$ cat config.mk
export PLATFORM = sky130hd
export DESIGN_NAME = alarm_sequencer
export DESIGN_NICKNAME = d
export VERILOG_FILES = /design/src/rtl/alarm_sequencer.sv
export SDC_FILE = /design/constraint.sdc
export NUM_CORES = 1
export LEC_CHECK = 0
export BUFFER_PORTS_ARGS = -buffer_cell sky130_fd_sc_hd__clkbuf_2
export CAP_MARGIN = 25
export CORE_MARGIN = 3
export CORE_UTILIZATION = 50
export DETAILED_ROUTE_END_ITERATION = 10
export PLACE_DENSITY = 0.74
export SYNTH_ARGS = -nofsm -noshare
export SYNTH_HDL_FRONTEND = slang
export SYNTH_SLANG_ARGS = --single-unit
$ cat constraint.sdc
create_clock -name clk -period 2 [get_ports clk]
set_clock_uncertainty 0.15 [all_clocks]
set_input_delay 0.1 -clock clk [delete_from_list [all_inputs] [get_ports clk]]
set_output_delay 0.1 -clock clk [all_outputs]
set_load 0.02 [all_outputs]
$ cat src/rtl/alarm_sequencer.sv
// alarm_sequencer: vehicle alarm FSM with arm, entry and siren timers sharing one down-counter.
// Optional CHIRP_EN macro adds a one-cycle siren chirp on arm and on disarm from ENTRY.
module alarm_sequencer #(
  parameter int ARM_DELAY   = 16,
  parameter int ENTRY_DELAY = 8,
  parameter int SIREN_TIME  = 32
) (
  input  logic       clk,
  input  logic       reset_L,
  input  logic       PassiveSignal,
  input  logic       OpenDoorSign,
  input  logic       IgnitionSignalOn,
  output logic       SirenOn,
  output logic       ArmedInd,
  output logic [2:0] State,
  output logic [3:0] AlarmEvents
);
  typedef enum logic [2:0] {
    DISARMED = 3'd0,
    ARMING   = 3'd1,
    ARMED    = 3'd2,
    ENTRY    = 3'd3,
    ALARM    = 3'd4
  } state_t;
  localparam logic [7:0] ARM_LOAD   = 8'(ARM_DELAY - 1);
  localparam logic [7:0] ENTRY_LOAD = 8'(ENTRY_DELAY - 1);
  localparam logic [7:0] SIREN_LOAD = 8'(SIREN_TIME - 1);
`ifdef CHIRP_EN
  localparam logic CHIRP_ON = 1'b1;
`else
  localparam logic CHIRP_ON = 1'b0;
`endif
  state_t     r_state, w_next;
  logic [7:0] r_cnt, w_cnt_next;
  logic       r_door_prev, w_door_edge, w_chirp, w_siren, w_enter_alarm;
  always_comb begin
    w_next = r_state;
    w_chirp = 1'b0;
    w_door_edge = OpenDoorSign & ~r_door_prev;
    case (r_state)
      DISARMED: if (PassiveSignal && !IgnitionSignalOn) w_next = ARMING;
      ARMING:
        if (!PassiveSignal || IgnitionSignalOn) w_next = DISARMED;
        else if (r_cnt == 8'd0) begin
          w_next = ARMED;
          w_chirp = 1'b1;
        end
      ARMED:
        if (IgnitionSignalOn) w_next = ALARM;
        else if (w_door_edge) w_next = ENTRY;
      ENTRY:
        if (IgnitionSignalOn) begin
          w_next = DISARMED;
          w_chirp = 1'b1;
        end else if (r_cnt == 8'd0) w_next = ALARM;
      ALARM:
        if (IgnitionSignalOn) w_next = DISARMED;
        else if (r_cnt == 8'd0) w_next = ARMED;
      default: w_next = DISARMED;
    endcase
    // reload on every state change, otherwise count down and park at zero
    w_cnt_next = (w_next != r_state) ?
                 ((w_next == ARMING) ? ARM_LOAD :
                  (w_next == ENTRY)  ? ENTRY_LOAD :
                  (w_next == ALARM)  ? SIREN_LOAD : 8'd0) :
                 ((r_cnt == 8'd0) ? 8'd0 : r_cnt - 8'd1);
    w_siren = (w_next == ALARM) | (CHIRP_ON & w_chirp);
    w_enter_alarm = (w_next == ALARM) && (r_state != ALARM);
  end
  always_ff @(posedge clk or negedge reset_L) begin
    if (!reset_L) begin
      r_state     <= DISARMED;
      r_cnt       <= 8'd0;
      r_door_prev <= 1'b0;
      SirenOn     <= 1'b0;
      ArmedInd    <= 1'b0;
      AlarmEvents <= 4'd0;
    end else begin
      r_state     <= w_next;
      r_cnt       <= w_cnt_next;
      r_door_prev <= OpenDoorSign;
      SirenOn     <= w_siren;
      ArmedInd    <= (w_next == ARMED) || (w_next == ENTRY);
      AlarmEvents <= (w_enter_alarm && AlarmEvents != 4'hF) ? AlarmEvents + 4'd1 : AlarmEvents;
    end
  end
  assign State = r_state;
endmodule

==> impl_results.md <==
- Mapped cell area: 1030 µm²
- Combinational Power Share: a little under 60%
- Ant diodes: 0
- Final Hold Fails: 0
- EDFF count, synth: 0
- Worst-path fanout max: 3
- Sum Neg Setup Slack: -0.136 ns
- Worst slew margin: 69.0%
- Mapped Avg Cell Area: 10.8 µm²
- Drt wl/cell: 15.4 µm
- First-pass GRT wire length: 4.20 mm
- Post-detail-place hpwl: 1.71 mm
- Flip-flop and latch area: 452 µm²
- Switching part of the total: 39.0%
- CTS tree: done
- Initial antenna violation count: 0
- Cell count after synthesis: 96
- Area growth syn-to-layout: 33.0%
- Mapped Nets: 103
- Final min period: 2.04 ns
- Congestion Overflow GR: 0
- TritonRoute pass-1 iters: 5
- Final Wtd Congestion: 0.906
- Largest net degree at the start of global routing: 19
- Clk pwr share: between 10% and 20%
- Final period util: 102%
- Slew @ Worst Pin: 0.464 ns
- #FFs+latches synth: 18
- Root Buffer: clkbuf_4
- Synth top area cells: dfrtp_1 (44%), a21oi_1 (3.4%), o31ai_1 (2.9%)
- Post-Place Setup Slack: -0.127 ns
- Die ar.: 2650 µm²
- Synth cell count leaders: dfrtp_1 (18), a21oi_1 (7), inv_1 (6), nand2_1 (6)
- Launching element type of the critical path: flip-flop
- Drt total wl: 2.43 mm
- Cell Pwr Density: about 1200 nW/µm²
- Post-synth top area cell: dfrtp_1
- Layout cells sized above 1: around 44%
- Fmax: 491 MHz
- NumNets Final: 142
- Worst setup EP type: flip-flop
- PortBufs: 13
- Multi-input logic area: 598 µm²
- Finished Layout Cells: 158
- Vias: 924
- Hold Crit Class: in -> reg
- CTS HTree Levels: 1
- Core area: 1840 µm²
- Row Count: 15
- Unrepaired setup endpoints after global routing: yes
- Post-route DRC: 0
- Pins Over Slew Limit: 0
- Overall routing resource usage: about a fifth
- Clock sinks: 18
- Total leakage power: ~0.00064 µW
- Internal power: 1030 µW
- Switching power: 657 µW
- First DRT Iteration DRCs: 22
- Most used DFF post-synth: dfrtp_1
- Finished Core Util: 74.8%
- Critical path arrival: 2.05 ns
- Synth warn: 0
- Top-area cell type share of the netlist area: 43.5%
- Vias in the first global route: roughly 890
- Filler instances: 147
- Post-placement cell area: around 1300 µm²
- CP Class: reg -> reg
- Die Wd: 51.5 µm
- Worst setup margin: -0.0354 ns
- Post-synth ARST share: 100%
- Skew-Pair Late Insertion Delay: 0.29 ns
- Library cells used by synthesis: 46
- Final setup viols: 6
- IO Pins: 14
- Seq pwr share: 31.6%
- Failing checks: setup timing
- Detail Route Antenna Nets: 0
- Status: complete, but fails checks
- Number of buffers created by CTS: 3
- Worst Path Required: approximately 2.0 ns
- Sequential area share after synthesis: 43.5%
- Count leader, synth: dfrtp_1
- Die Y: 51.5 µm
- CTS Buffer Depth: 2
- Vias per Instance: between 5 and 6
- Maximum vdd drop: 758 µV
- Placed Instances: between 100 and 150
- Max Cap Viol: 0
- Worst-path clk slew: approximately 0.10 ns
- Initial Util: 56.3%
- Post-route design area: 1380 µm²
==> registers in the layout, summed over array words and instances, names as in the netlist <==
register	count
r_cnt	8
AlarmEvents	4
State	3
ArmedInd	1
SirenOn	1
r_door_prev	1
==> cell families after synthesis <==
kind of cell	synth area share, %
compound gates	21.5
xor+xnor	2.54
fa+ha+maj	2.42
buf+inv	4.84
flops	43.5
mux	3.14
simple gates	22.0
==> metal layers <==
layer | global-route usage [%] | up-vias | part of all wire [%]
li1 | - | 424 | -
met1 | 28.4 | 452 | 43
met2 | 33.9 | 40 | 48
met3 | 4.30 | 8 | 6.4
met4 | 8.73 | 0 | 2.5
met5 | 0 | - | 0
==> area by class of cell <==
cell class	count	share of cell area (%)
Timing Repair Buffer	37	18.2
Inverter	6	1.64
Clock buffer	3	1.64
Tap cell	25	2.27
Sequential cell	18	32.8
Multi-Input combinational cell	69	43.5
==> final timing paths <==
path	cells past startpoint	from	slack, ns	end
max	5	r_cnt[4]	-0.04	r_cnt[0]
min	3	IgnitionSignalOn	0.05	SirenOn
max reg2reg	5	r_cnt[4]	-0.04	r_cnt[0]
min reg2reg	1	AlarmEvents[0]	0.39	AlarmEvents[0]
max in group asynchronous	2	reset_L	1.21	r_cnt[4]
min in group asynchronous	2	reset_L	0.15	r_door_prev
==> cell usage in the layout, fill, tap and decap left out, drive strengths merged, types with 2 or more instances in the layout <==
master       instances
nand2b               3
nor2                 5
clkbuf              16
o2bb2ai              2
mux2                 2
ha                   2
nand2                6
or4                  3
dlygate4sd3          2
dfrtp               18
o21ai                2
inv                  6
nand3                2
a211oi               2
a31oi                2
xnor2                2
or3b                 2
a21oi                7
buf                 22
nor2b                3
o31ai                4
or2                  2
==> worst max-delay path, cell delays in order, from the launching register on <==
cell and delay, ns:
dfrtp_2 0.45, or4_4 0.54, o2111ai_2 0.22, a21bo_4 0.27, o22ai_4 0.17, o31ai_1 0.11
==> power groups by stage <==
stage | registers [µW] | clock network [µW] | logic (µW)
floorplan | 561 | 0 | 504
global placement | 533 | 0 | 815
CTS | 527 | 182 | 924
detailed placement | 536 | 0 | 830
global route | 547 | 202 | 1060
finish | 532 | 175 | 978
==> per-stage QoR <==
step                power [µW]  hold WS, ns
detailed placement        1370      -0.0818
finish                    1680       0.0487
CTS                       1630       0.0373
global placement          1350      -0.0831
floorplan                 1070       -0.346
global route              1810       0.0610
==> repair_timing <==
item                                    in CTS  in global routing
resized for setup                            8                  4
pin swaps                                    2                  4
endpoints found under the hold margin       19                  0
hold buffers                                 2                  0
endpoints found under the setup margin       8                  8
setup buffers                                2                  2
No activity file was read; power rests on OpenSTA's default activity.
